**src/rtl/regwrite_arbiter.sv**
```systemverilog
// Register-file write-port arbiter: Writeback has priority, MDU results wait in a small FIFO,
// and a starvation counter forces a one-cycle stall so that a queued MDU result can drain.
module regwrite_arbiter #(
  parameter int DATA_W     = 32,
  parameter int ADDR_W     = 5,
  parameter int FIFO_DEPTH = 2,
  parameter int STARVE_MAX = 4
) (
  input  logic              clock,
  input  logic              reset_n,
  input  logic              wb_arb_en,
  input  logic [ADDR_W-1:0] wb_arb_addr,
  input  logic [DATA_W-1:0] wb_arb_data,
  input  logic              mdu_arb_valid,
  input  logic [ADDR_W-1:0] mdu_arb_addr,
  input  logic [DATA_W-1:0] mdu_arb_data,
  output logic              mdu_arb_ready,
  output logic              arb_stall,
  output logic              arb_pending,
  output logic              reg_en,
  output logic [ADDR_W-1:0] reg_addr,
  output logic [DATA_W-1:0] reg_data
);

  localparam int PTR_W = $clog2(FIFO_DEPTH);
  localparam int CNT_W = PTR_W + 1;
  localparam int SC_W  = $clog2(STARVE_MAX + 1);
  localparam logic [CNT_W-1:0] DEPTH_C = CNT_W'(FIFO_DEPTH);
  localparam logic [SC_W-1:0]  SMAX_C  = SC_W'(STARVE_MAX);

  logic [ADDR_W-1:0] fifo_addr_q [FIFO_DEPTH];
  logic [ADDR_W-1:0] fifo_addr_d [FIFO_DEPTH];
  logic [DATA_W-1:0] fifo_data_q [FIFO_DEPTH];
  logic [DATA_W-1:0] fifo_data_d [FIFO_DEPTH];
  logic [PTR_W-1:0]  wr_ptr_q, wr_ptr_d;
  logic [PTR_W-1:0]  rd_ptr_q, rd_ptr_d;
  logic [CNT_W-1:0]  count_q, count_d;
  logic [SC_W-1:0]   starve_cnt_q, starve_cnt_d;
  logic              reg_en_q, reg_en_d;
  logic [ADDR_W-1:0] reg_addr_q, reg_addr_d;
  logic [DATA_W-1:0] reg_data_q, reg_data_d;

  logic              push_s;
  logic              pop_s;
  logic              wb_req_s;
  logic [ADDR_W-1:0] head_addr_s;
  logic [DATA_W-1:0] head_data_s;

  assign mdu_arb_ready = (count_q < DEPTH_C);
  assign arb_pending   = (count_q != {CNT_W{1'b0}});
  assign arb_stall     = (starve_cnt_q == SMAX_C);
  assign push_s        = mdu_arb_valid && mdu_arb_ready;
  assign wb_req_s      = wb_arb_en && (wb_arb_addr != {ADDR_W{1'b0}});
  assign head_addr_s   = fifo_addr_q[rd_ptr_q];
  assign head_data_s   = fifo_data_q[rd_ptr_q];

  assign reg_en   = reg_en_q;
  assign reg_addr = reg_addr_q;
  assign reg_data = reg_data_q;

  // Grant selection; a popped head aimed at register 0 is consumed without a write.
  always_comb begin
    pop_s        = 1'b0;
    starve_cnt_d = {SC_W{1'b0}};
    reg_en_d     = 1'b0;
    reg_addr_d   = reg_addr_q;
    reg_data_d   = reg_data_q;
    if (arb_stall || (!wb_req_s && arb_pending)) begin
      pop_s      = arb_pending;
      reg_en_d   = arb_pending && (head_addr_s != {ADDR_W{1'b0}});
      reg_addr_d = head_addr_s;
      reg_data_d = head_data_s;
    end else if (wb_req_s) begin
      reg_en_d   = 1'b1;
      reg_addr_d = wb_arb_addr;
      reg_data_d = wb_arb_data;
      if (arb_pending && (starve_cnt_q != SMAX_C)) begin
        starve_cnt_d = starve_cnt_q + SC_W'(1);
      end else if (arb_pending) begin
        starve_cnt_d = starve_cnt_q;
      end else begin
        starve_cnt_d = {SC_W{1'b0}};
      end
    end else begin
      starve_cnt_d = {SC_W{1'b0}};
    end
  end

  // FIFO storage, pointers and occupancy; a pushed entry only becomes the head next cycle.
  always_comb begin
    fifo_addr_d = fifo_addr_q;
    fifo_data_d = fifo_data_q;
    wr_ptr_d    = wr_ptr_q;
    rd_ptr_d    = rd_ptr_q;
    if (push_s) begin
      fifo_addr_d[wr_ptr_q] = mdu_arb_addr;
      fifo_data_d[wr_ptr_q] = mdu_arb_data;
      wr_ptr_d              = wr_ptr_q + PTR_W'(1);
    end else begin
      wr_ptr_d = wr_ptr_q;
    end
    if (pop_s) begin
      rd_ptr_d = rd_ptr_q + PTR_W'(1);
    end else begin
      rd_ptr_d = rd_ptr_q;
    end
    case ({push_s, pop_s})
      2'b10:   count_d = count_q + CNT_W'(1);
      2'b01:   count_d = count_q - CNT_W'(1);
      default: count_d = count_q;
    endcase
  end

  // State registers with synchronous active-low reset.
  always_ff @(posedge clock) begin
    if (!reset_n) begin
      fifo_addr_q  <= '{default: {ADDR_W{1'b0}}};
      fifo_data_q  <= '{default: {DATA_W{1'b0}}};
      wr_ptr_q     <= {PTR_W{1'b0}};
      rd_ptr_q     <= {PTR_W{1'b0}};
      count_q      <= {CNT_W{1'b0}};
      starve_cnt_q <= {SC_W{1'b0}};
      reg_en_q     <= 1'b0;
      reg_addr_q   <= {ADDR_W{1'b0}};
      reg_data_q   <= {DATA_W{1'b0}};
    end else begin
      fifo_addr_q  <= fifo_addr_d;
      fifo_data_q  <= fifo_data_d;
      wr_ptr_q     <= wr_ptr_d;
      rd_ptr_q     <= rd_ptr_d;
      count_q      <= count_d;
      starve_cnt_q <= starve_cnt_d;
      reg_en_q     <= reg_en_d;
      reg_addr_q   <= reg_addr_d;
      reg_data_q   <= reg_data_d;
    end
  end

endmodule

```
**config.mk**
```make
export PLATFORM = sky130hd
export DESIGN_NAME = regwrite_arbiter
export DESIGN_NICKNAME = d
export VERILOG_FILES = /design/src/rtl/regwrite_arbiter.sv
export SDC_FILE = /design/constraint.sdc
export NUM_CORES = 1
export LEC_CHECK = 0
export ABC_AREA = 1
export CAP_MARGIN = 20
export CORE_ASPECT_RATIO = 0.7
export CORE_UTILIZATION = 30
export CTS_CLUSTER_DIAMETER = 60
export CTS_CLUSTER_SIZE = 40
export DETAILED_ROUTE_END_ITERATION = 7
export PLACE_DENSITY = 0.55
export SLEW_MARGIN = 20
export SYNTH_ARGS = -nofsm -noshare
export SYNTH_HDL_FRONTEND = slang
export SYNTH_SLANG_ARGS = --single-unit
```
**constraint.sdc**
```tcl
create_clock -name clock -period 2 [get_ports clock]
set_clock_uncertainty 0.05 [all_clocks]
set_input_delay 0.4 -clock clock [delete_from_list [all_inputs] [get_ports clock]]
set_output_delay 0.4 -clock clock [all_outputs]
set_load 0.02 [all_outputs]
```
After elaboration in Yosys (flattened, before gate mapping)
Cells that the tools add are included.
{"block": "word_totals", "wordCells": 65, "ff_bits": 119, "in_bits": 78}
{"block": "classes", "order_cmp": 4, "mux": 22, "eq_ne": 5, "n_bitwise": 4, "n_reduce_logical": 14, "add_sub_neg": 5}
{"op": "32-bit two-way mux", "count": 6}
{"op": "64-bit bitwise mux", "count": 1}
{"op": "32-bit demux with 1-bit select", "count": 1}
{"op": "5-bit two-way mux", "count": 6}
{"op": "10-bit bitwise mux", "count": 1}
{"op": "5-bit nonzero test", "count": 2}
{"op": "1-bit logical AND", "count": 6}
{"op": "3-bit two-way mux", "count": 2}
{"op": "2-bit nonzero test", "count": 3}
{"op": "5-bit demux with 1-bit select", "count": 1}
{"op": "2-bit greater-or-equal comparator (second input constant)", "count": 2}
{"op": "1-bit inverter with 2-bit output", "count": 2}
{"op": "2-bit case mux with 2 select lines", "count": 1}
{"op": "3-bit by 1-bit adder with 3-bit output (second input constant)", "count": 1}
{"op": "3-bit == test (second input constant)", "count": 1}
{"op": "1-bit two-way mux", "count": 3}
{"op": "3-bit != test (second input constant)", "count": 1}
{"op": "3-bit OR reduction", "count": 1}
{"op": "1-bit adder (second input constant)", "count": 2}
{"op": "2-bit by 1-bit adder with 2-bit output (second input constant)", "count": 1}
{"op": "2-bit by 1-bit == test with 1-bit output (second input constant)", "count": 1}
{"op": "2-bit == test (second input constant)", "count": 1}
{"op": "2-bit by 1-bit less-than comparator with 1-bit output (second input constant)", "count": 1}
{"op": "2-bit less-than comparator (second input constant)", "count": 1}
{"op": "5 further kinds", "count": 6}

Logic depth before layout (Yosys ltp)
Gate-level depths: netlist of run 1.
{"block": "depth", "depth_word": 8, "depth_mapped": 11}

Least setup slack after synthesis of run 1
No wires, ideal clock.
{"block": "synth_path", "kind": "reg-to-reg", "startpoint": "reg starve_cnt_q[0]", "endpoint": "reg count_q[1]", "arrival_time_ps": 1670, "path_stages_with_launch": 12, "path_buffers": 0, "setup_slack_ps": 157, "t_required_ps": 1827, "period_less_slack_ps": 1843, "setup_time_ps": 123, "path_cell_list": "dfxtp_1 -> inv_1 -> ha_1 -> nand2_2 -> nand3_2 -> inv_1 -> nor2_1 -> ha_1 -> a21oi_1 -> o21ai_0 -> o21ai_0 -> a21oi_1"}
{"block": "synth_between", "elab_chain_len": 5}
{"element": "start, declared", "line": "38", "rtl": "logic [SC_W-1:0] starve_cnt_q, starve_cnt_d;"}
{"element": "start signal, assigned", "line": "122", "rtl": "starve_cnt_q <= {SC_W{1'b0}};"}
{"element": "start signal, assigned", "line": "132", "rtl": "starve_cnt_q <= starve_cnt_d;"}
{"element": "3-bit == test *", "line": "51", "rtl": "assign arb_stall = (starve_cnt_q == SMAX_C);"}
{"element": "1-bit logical OR *", "line": "68", "rtl": "if (arb_stall || (!wb_req_s && arb_pending)) begin"}
{"element": "1-bit two-way mux *", "line": "68"}
{"element": "via pop_s", "line": "44", "rtl": "logic pop_s;"}
{"element": "2-bit by 1-bit == test with 1-bit output or 2-bit == test (tied branches)", "line": "107", "rtl": "case ({push_s, pop_s})"}
{"element": "2-bit case mux with 2 select lines or 2-bit nonzero test (tied branches)"}
{"element": "end signal, assigned", "line": "121", "rtl": "count_q <= {CNT_W{1'b0}};"}
{"element": "end signal, assigned", "line": "131", "rtl": "count_q <= count_d;"}
{"element": "end, declared", "line": "37", "rtl": "logic [CNT_W-1:0] count_q, count_d;"}
The timed path passes the listed nets; every way through them passes the cells marked *.
A chain may end at the register's enable or synchronous reset.

Final worst setup path of run 1
{"block": "layout_path", "startpoint": "reg count_q[1]", "endpoint": "out mdu_arb_ready"}
{"block": "layout_between", "elab_chain_len": 1}
{"element": "2-bit less-than comparator", "line": "49", "rtl": "assign mdu_arb_ready = (count_q < DEPTH_C);"}
{"element": "end, declared", "line": "17", "rtl": "output logic mdu_arb_ready,"}
Every way passes these cells.

==> results.sh, run 1 <==
export IMPL_coreArea_um2=17400
export IMPL_fin_area_um2=7480
export IMPL_postLayoutSetupSlackWorst_ns=0.0707
export IMPL_rsz0062_at_grt="no"
export IMPL_regToRegSetupSlack_ns=0.14
export IMPL_die_y_um=114
export IMPL_worstPathRequired_ns=1.55
export IMPL_synth_nets=864
export IMPL_drt_wl_total_mm=15.6
export IMPL_vias=5115
export IMPL_startpoint_type="flop"
export IMPL_r2r_cells=11
export IMPL_drv_slew=0
export IMPL_ctsHtreeMaxLevel=4
export IMPL_final_util_pct=43.1
export IMPL_drive_gt1_share_pct=8.43
export IMPL_ys_seq_area_share_pct=44.1
export IMPL_hpwl_mm=10.9
export IMPL_wire_per_inst_um=13.7
export IMPL_syn_to_final_growth_pct=38.3
export IMPL_vias_per_cell=4.51
export IMPL_dieArea_um2=18600
export IMPL_die_w_um=162
export IMPL_syn_area_per_cell_um2=6.90
export IMPL_vdd_ir_drop_max_mv=0.520
export IMPL_cts_path_max_buffers=2
export IMPL_p_seq_share_pct=32.2
export IMPL_cts_root_buf="clkbuf_16"
export IMPL_start_util_pct=31.1
export IMPL_layout_commonest_cell="nor2_1"
export IMPL_ys_seq_elements=119
export IMPL_drt_initial_drc_count=448
export IMPL_p_sw_share_pct=35.1
export IMPL_status="finished clean"
export IMPL_final_nets=970
export IMPL_synth_area_um2=5410
export IMPL_grt_antenna_before_repair=4
export IMPL_tns_ns=0
export IMPL_min_period_over_period_pct=96.5
export IMPL_cts_tree="done"
export IMPL_global_route_usage_total_pct=17.7
export IMPL_ys_warn_count=0
export IMPL_fmax_mhz=518
export IMPL_numPortBuffers=118
export IMPL_p_per_area_nw_per_um2=1320
export IMPL_pwr_share_clk_pct=33.2
export IMPL_hold_violations=0
export IMPL_cts_buffers=17
export IMPL_drv_cap=0
export IMPL_path_class="reg -> out"
export IMPL_synth_cells=783
export IMPL_pwr_share_comb_pct=34.6
export IMPL_insertion_delay_ns=0.42
export IMPL_place_ws_ns=-0.258
export IMPL_p_int_mw=6.39
export IMPL_grt_pass1_vias=4541
export IMPL_grt_ovfl_total=0
export IMPL_setup_viol=0
export IMPL_ios=119
export IMPL_cts_setup_buffers=0
export IMPL_endpoint_kind="output pin"
export IMPL_grt_pass1_wl_mm=25.1
export IMPL_place_area_um2=6840
export IMPL_cp_max_fo=5
export IMPL_p_leak_nw=3.19
export IMPL_fillers=1795
export IMPL_synth_distinct_cells=23
export IMPL_most_common_layout_cells="147 x nor2_1, 116 x dfxtp_1, 115 x clkdlybuf4s50_1"
export IMPL_p_sw_mw=3.46
export IMPL_slew_headroom_pct=58.2
export IMPL_clk_pin_slew_worst_paths_ns=0.06
export IMPL_hp_class="in -> reg"
export IMPL_tightestPinTransition_ns=0.620
export IMPL_first_pass_iters=7
export IMPL_worstPathArrival_ns=1.48
export IMPL_grt_max_degree=70
export IMPL_core_rowCount=40
export IMPL_min_period_ns=1.93
export IMPL_antenna_left=0
export IMPL_clkSinkCount=119
export IMPL_place_congestion=0.770
export IMPL_holdPathStages=3
export IMPL_drc=0
export IMPL_cts_hold_buf=0
## state kept, by name, summed over array words and instances (netlist names)
signal and count:
reg_en 1, reg_data 32, count_q 2, wr_ptr_q 1, starve_cnt_q 3, rd_ptr_q 1, fifo_data_q 64, fifo_addr_q 10
reg_addr 5
## cell type report
class	instances	area (um^2)	share of cell area [%]
antenna	2	5.00	0.0669
clock buffer	20	457	6.11
clock inverter	12	175	2.34
inverter	86	323	4.32
multi-input combinational	522	2410	32.2
sequential	119	2390	31.9
tap	231	289	3.87
timing repair buffer	143	1430	19.2
## worst paths after layout
check / from / endpoint
setup reg to reg: starve_cnt_q[0] / count_q[1]
hold / removal: reset_n / fifo_addr_q[0]
hold reg to reg: fifo_addr_q[9] / fifo_addr_q[9]
setup / recovery: count_q[1] / mdu_arb_ready
## metrics by stage
step	instances	hold slack [ns]	power, mW
final	1135	0.366	9.84
after global routing	1133	0.390	10.5
after CTS	1133	0.347	9.91
after detailed placement	1101	0.383	6.64
after global placement	1101	0.383	6.61
after floorplan	783	0.370	5.32
## routing by layer
metal,vias to the layer above,wire length (um),share of wire (%),GRT usage [%]
li1,2743,-,-,-
met1,2217,8790,56,28.8
met2,133,5250,34,19.9
met3,18,1380,8.8,6.63
met4,4,127,0.82,5.09
met5,-,31,0.20,0
## cell families after synthesis
| kind of cell | share of synthesized area [%] |
|---|---|
| xor gates and xnor gates | 0.324 |
| adders and majority gates | 0.695 |
| AOI/OAI and AO/OA | 20.8 |
| DFF | 44.1 |
| buffers and inverters | 11.4 |
| and+or+nand+nor | 22.6 |
## what timing repair did
item                       in CTS  in global routing
setup endpoints to repair       2                  2
gates resized for setup         3                  4
gates cloned                    0                  0
## synthesized netlist by cell type, drive strengths merged
cell type  instances  share of area [%]
a21oi             79                7.3
dfxtp            119                 44
inv               86                6.0
clkbuf            21                1.5
xor2               2               0.32
nand4              5               0.58
nor2             151                 11
nand3             48                4.8
ha                 3               0.69
nand2             88                6.4
buf               35                4.0
o21ai            146                 14
## worst max-delay path, stage by stage, from the launching register on
cell and delay [ns]:
dfxtp_1 0.34, inv_2 0.11, clkdlybuf4s50_1 0.61
## power by group through the flow
| stage | combinational [mW] | clock (mW) | sequential, mW |
|---|---|---|---|
| floorplan | 1.89 | 0 | 3.44 |
| global placement | 3.40 | 0 | 3.21 |
| detailed placement | 3.42 | 0 | 3.22 |
| CTS | 3.42 | 3.33 | 3.17 |
| global route | 3.78 | 3.46 | 3.23 |
| finish | 3.40 | 3.27 | 3.17 |
Power figures use the tool's default switching activity.
==> run 2, diff against run 1 <==
--- a/config.mk
+++ b/config.mk
@@ -8,11 +8,11 @@
 export ABC_AREA = 1
 export CAP_MARGIN = 20
 export CORE_ASPECT_RATIO = 0.7
-export CORE_UTILIZATION = 30
+export CORE_UTILIZATION = 46
 export CTS_CLUSTER_DIAMETER = 60
 export CTS_CLUSTER_SIZE = 40
 export DETAILED_ROUTE_END_ITERATION = 7
-export PLACE_DENSITY = 0.55
+export PLACE_DENSITY = 0.78
 export SLEW_MARGIN = 20
 export SYNTH_ARGS = -nofsm -noshare
 export SYNTH_HDL_FRONTEND = slang
==> run 2 against run 1 <==
Sequential cell count unchanged. First-iteration DRC count increased by 0.45%. Via count is 3.8% higher. Critical path depth unchanged. Clock power down 8.9%. Critical endpoint unchanged. Combinational power up 1%. Final cell count down 7.2%.
==> results.sh, run 2 (synthesis results as in run 1) <==
export IMPL_worstPathArrival_ns=1.48
export IMPL_global_route_usage_total_pct=24.7
export IMPL_startpoint_type="flop"
export IMPL_setup_viol=0
export IMPL_most_common_layout_cells="147 x nor2_1, 118 x dfxtp_1, 115 x clkdlybuf4s50_1"
export IMPL_vias_per_cell=5.04
export IMPL_drc=0
export IMPL_clkSinkCount=119
export IMPL_drv_cap=0
export IMPL_status="finished clean"
export IMPL_die_y_um=92.7
export IMPL_core_rowCount=32
export IMPL_place_area_um2=6760
export IMPL_cts_path_max_buffers=2
export IMPL_dieArea_um2=12200
export IMPL_total_power_mw=9.59
export IMPL_grt_antenna_before_repair=0
export IMPL_insertion_delay_ns=0.41
export IMPL_hp_class="in -> reg"
export IMPL_multi_input_area_um2=2410
export IMPL_worstPathRequired_ns=1.55
export IMPL_cts_buffers=17
export IMPL_start_util_pct=48.2
export IMPL_regToRegSetupSlack_ns=0.11
export IMPL_path_class="reg -> out"
export IMPL_tightestPinTransition_ns=0.576
export IMPL_fmax_mhz=519
export IMPL_layout_commonest_cell="nor2_1"
export IMPL_p_per_area_nw_per_um2=1310
export IMPL_regMostFlops="fifo_data_q"
export IMPL_met2_length_mm=5.65
export IMPL_rsz0062_at_grt="no"
export IMPL_drt_wl_total_mm=14.5
export IMPL_fillers=1011
export IMPL_hpwl_mm=9.72
export IMPL_numPortBuffers=118
export IMPL_ios=119
export IMPL_antenna_left=0
export IMPL_p_leak_nw=3.17
export IMPL_clk_pin_slew_worst_paths_ns=0.06
export IMPL_r2r_start="starve_cnt_q[0]"
export IMPL_hp_start="reset_n"
export IMPL_hold_path_endpoint="reg_en"
export IMPL_vdd_ir_drop_max_mv=0.679
export IMPL_first_pass_iters=5
export IMPL_grt_ovfl_total=0
export IMPL_slew_headroom_pct=61.2
export IMPL_regArea_um2=2380
export IMPL_holdPathStages=3
export IMPL_vias=5309
export IMPL_grt_pass1_vias=4717
export IMPL_coreArea_um2=11200
export IMPL_cts_setup_buffers=0
export IMPL_startpoint="count_q[1]"
export IMPL_dr_wl_met3_mm=1.02
export IMPL_tns_ns=0
export IMPL_cts_tree="done"
export IMPL_hold_violations=0
export IMPL_largest_reg_flops=64
export IMPL_cts_root_buf="clkbuf_16"
export IMPL_r2r_cells=11
export IMPL_fin_area_um2=7340
export IMPL_endpoint_kind="output pin"
export IMPL_drt_initial_drc_count=450
export IMPL_syn_to_final_growth_pct=35.8
export IMPL_place_congestion=0.833
export IMPL_min_period_over_period_pct=96.3
export IMPL_timing_rr_end="count_q[1]"
export IMPL_cp_max_fo=5
export IMPL_top_layer_used="met4"
export IMPL_grt_max_degree=58
export IMPL_ctsHtreeMaxLevel=4
export IMPL_die_w_um=132
export IMPL_grt_pass1_wl_mm=23.8
export IMPL_min_period_ns=1.93
export IMPL_wl_met1_mm=7.64
export IMPL_wire_per_inst_um=13.7
export IMPL_n_antenna_cell=0
export IMPL_final_nets=969
export IMPL_drive_gt1_share_pct=8.11
export IMPL_final_util_pct=65.5
export IMPL_drv_slew=0
[run 2: cell types whose count changed in the layout (fill, tap and decap cells not counted)]
cell	previous run	this run
buf_4	19	16
buf_12	6	8
bufinv_16	4	2
dfxtp_1	116	118
dfxtp_2	3	1
diode_2	2	0
clkbuf_1	1	0
clkinv_2	3	4
clkinv_4	2	3
[run 2: cell type report]
| type | count | share of cell area, % |
|---|---|---|
| Tap cell | 153 | 2.61 |
| Multi-Input combinational cell | 522 | 32.8 |
| Clock inverter | 12 | 1.76 |
| Clock buffer | 19 | 6.17 |
| Sequential cell | 119 | 32.5 |
| Inverter | 86 | 4.40 |
| Timing Repair Buffer | 142 | 19.8 |
[run 2: repair_timing]
| item | CTS | global route |
|---|---|---|
| resized for setup | 2 | 3 |
| hold buffers | 0 | 0 |
| pin swaps | 0 | 0 |
| hold endpoints to repair | 0 | 0 |
| cloned | 0 | 0 |
| endpoints found under the setup margin | 2 | 2 |
[run 2: how the worst max path moves through the flow]
stage,to,slack (ns),cells after the start
after global placement,count_q[1],-0.20,11
final,mdu_arb_ready,0.07,2
after detailed placement,count_q[1],-0.30,11
after floorplan,count_q[1],0.16,11
after global routing,count_q[1],0.003,11
after CTS,arb_stall,0.001,5
[run 2: per-layer routing]
layer / vias to the layer above / GRT usage (%)
met5: - / 0
met3: 16 / 6.35
met1: 2372 / 37.6
met2: 183 / 33.6
met4: 0 / 6.98
li1: 2738 / -
[run 2: where the power goes]
group	switching [mW]	total (mW)	internal [mW]
clock network	1.09	2.98	1.88
registers	0.255	3.16	2.90
logic	2.09	3.45	1.36
total	3.44	9.59	6.15
[run 2: metrics by stage]
step | instances | worst slack [ns] | hold WS, ns
final | 1053 | 0.0740 | 0.272
after global routing | 1053 | 0.00276 | 0.294
after CTS | 1053 | 0.00113 | 0.250
after detailed placement | 1022 | -0.298 | 0.384
after global placement | 1022 | -0.201 | 0.381
after floorplan | 783 | 0.157 | 0.370
[run 2: critical path, cell delays in order (launching register included)]
cell	delay (ns)
dfxtp_1	0.34
inv_2	0.11
clkdlybuf4s50_1	0.61
==> run 3, diff against run 2 <==
--- a/config.mk
+++ b/config.mk
@@ -12,6 +12,7 @@
 export CTS_CLUSTER_DIAMETER = 60
 export CTS_CLUSTER_SIZE = 40
 export DETAILED_ROUTE_END_ITERATION = 7
+export GPL_TIMING_DRIVEN = 0
 export PLACE_DENSITY = 0.78
 export SLEW_MARGIN = 20
 export SYNTH_ARGS = -nofsm -noshare
==> run 3 against run 2 <==
Wire length up 8.3%. Critical path depth unchanged. Clock power up 6%. Die area unchanged. Setup slack better by 0.024 ns. Fmax increased by 1.3%. Hold slack better by 0.090 ns. Largest cell class unchanged.
==> results.sh, run 3 (synthesis results as in run 1) <==
export IMPL_grt_max_degree=17
export IMPL_most_common_layout_cells="146 x nor2_1, 118 x dfxtp_1, 114 x clkdlybuf4s50_1"
export IMPL_min_period_over_period_pct=95.1
export IMPL_tightestPinTransition_ns=0.511
export IMPL_p_sw_share_pct=35.4
export IMPL_hp_start="reset_n"
export IMPL_drv_cap=0
export IMPL_cts_buffers=17
export IMPL_n_antenna_cell=0
export IMPL_global_route_usage_total_pct=26.4
export IMPL_numPortBuffers=116
export IMPL_die_y_um=92.7
export IMPL_fmax_mhz=526
export IMPL_insertion_delay_ns=0.42
export IMPL_drt_wl_total_mm=15.7
export IMPL_hpwl_mm=11.2
export IMPL_setup_viol=0
export IMPL_drc=0
export IMPL_slew_headroom_pct=65.6
export IMPL_grt_antenna_before_repair=0
export IMPL_slowest_delay_ns=0.61
export IMPL_cts_tree="done"
export IMPL_die_w_um=132
export IMPL_hp_class="in -> reg"
export IMPL_startpoint_type="flop"
export IMPL_drv_slew=0
export IMPL_wire_per_inst_um=14.4
export IMPL_largest_reg_flops=64
export IMPL_total_power_mw=9.81
export IMPL_vias=5600
export IMPL_p_per_area_nw_per_um2=1330
export IMPL_layout_commonest_cell="nor2_1"
export IMPL_ctsHtreeMaxLevel=4
export IMPL_clkSinkCount=119
export IMPL_final_util_pct=66.1
export IMPL_startpoint="count_q[1]"
export IMPL_ios=119
export IMPL_worstPathArrival_ns=1.45
export IMPL_hold_violations=0
export IMPL_fillers=973
export IMPL_worstPathRequired_ns=1.55
export IMPL_regMostFlops="fifo_data_q"
export IMPL_clk_pin_slew_worst_paths_ns=0.05
export IMPL_path_class="reg -> out"
export IMPL_grt_ovfl_total=0
export IMPL_pwr_share_comb_pct=35.5
export IMPL_cp_top_family="buffers and inverters"
export IMPL_grt_pass1_wl_mm=25.1
export IMPL_drt_initial_drc_count=666
export IMPL_path_cells="inv_2 -> clkdlybuf4s50_1"
export IMPL_cts_path_max_buffers=2
export IMPL_vias_per_cell=5.16
export IMPL_min_period_ns=1.90
export IMPL_first_pass_iters=6
export IMPL_rsz0062_at_grt="no"
export IMPL_p_seq_share_pct=32.4
export IMPL_cts_root_buf="clkbuf_16"
export IMPL_coreArea_um2=11200
export IMPL_p_int_mw=6.34
export IMPL_endpoint_kind="output pin"
export IMPL_final_nets=1002
export IMPL_dieArea_um2=12200
export IMPL_vdd_ir_drop_max_mv=0.760
export IMPL_cp_max_fo=5
export IMPL_r2r_start="starve_cnt_q[0]"
export IMPL_core_rowCount=32
export IMPL_crit_slowest_cell="clkdlybuf4s50_1"
export IMPL_pwr_share_clk_pct=32.2
export IMPL_grt_pass1_vias=5083
export IMPL_start_util_pct=48.2
export IMPL_syn_to_final_growth_pct=37.0
export IMPL_crit_buf_inv=2
export IMPL_antenna_left=0
export IMPL_status="finished clean"
export IMPL_regArea_um2=2380
export IMPL_p_sw_mw=3.48
export IMPL_p_leak_nw=3.22
export IMPL_multi_input_area_um2=2420
export IMPL_place_congestion=0.886
export IMPL_drive_gt1_share_pct=9.23
[run 3: changes by cell type in the layout (fill, tap and decap cells not counted), sizes merged]
cell	previous run	this run
buf	25	39
bufinv	2	3
clkbuf	20	43
clkdlybuf4s50	115	114
clkinv	7	3
clkinvlp	3	2
[run 3: final cells by class]
cell class	count	share of cell area, %
plain buffers	56	4.00
clock buffers	22	6.67
clock inverters	8	1.62
inverters	86	4.36
multi-input cells	522	32.7
flip-flops and latches	119	32.2
well taps	153	2.58
repair buffers	119	15.9
[run 3: path summary, 6_finish.rpt]
path	endpoint	slack, ns	depth (start not counted)
max	mdu_arb_ready	0.1	2
min	count_q[1]	0.36	3
max reg2reg	reg_data[23]	0.15	11
min reg2reg	fifo_data_q[58]	0.40	2
[run 3: per-layer routing]
| layer | routed length [um] | global-route usage (%) | vias to the layer above |
|---|---|---|---|
| li1 | - | - | 2815 |
| met1 | 7580 | 38.1 | 2507 |
| met2 | 6230 | 36.7 | 255 |
| met3 | 1620 | 7.39 | 23 |
| met4 | 221 | 10.1 | 0 |
| met5 | 0 | 0 | - |
[run 3: what timing repair did]
action / CTS / global route
setup buffers: 0 / 3
pin swaps: 1 / 5
resized for setup: 6 / 7
hold buffers: 0 / 0
endpoints found under the setup margin: 3 / 2
[run 3: metrics by stage]
step / area (um^2) / hold slack, ns / std cells / setup WS, ns / setup TNS, ns
2_1_floorplan: 5410 / 0.370 / 783 / 0.157 / 0
3_3_place_gp: 6760 / 0.384 / 1052 / -0.453 / -0.730
3_5_place_dp: 6760 / 0.390 / 1052 / -0.474 / -0.779
4_1_cts: 7380 / 0.355 / 1082 / 0.00566 / 0
5_1_grt: 7410 / 0.415 / 1085 / 0.000174 / 0
6_report: 7410 / 0.362 / 1085 / 0.0980 / 0
[run 3: worst min-delay path, delay by kind of cell]
| family | cells | cell delay (ns) |
|---|---|---|
| buf+inv | 1 | 0.20 |
| compound gates | 2 | 0.17 |
[run 3: power by group through the flow]
stage	Combinational (mW)	Clock [mW]	Sequential, mW
final	3.48	3.16	3.18
after global routing	3.81	3.28	3.22
after CTS	3.43	3.16	3.17
after detailed placement	3.41	0	3.21
after global placement	3.37	0	3.20
after floorplan	1.89	0	3.44
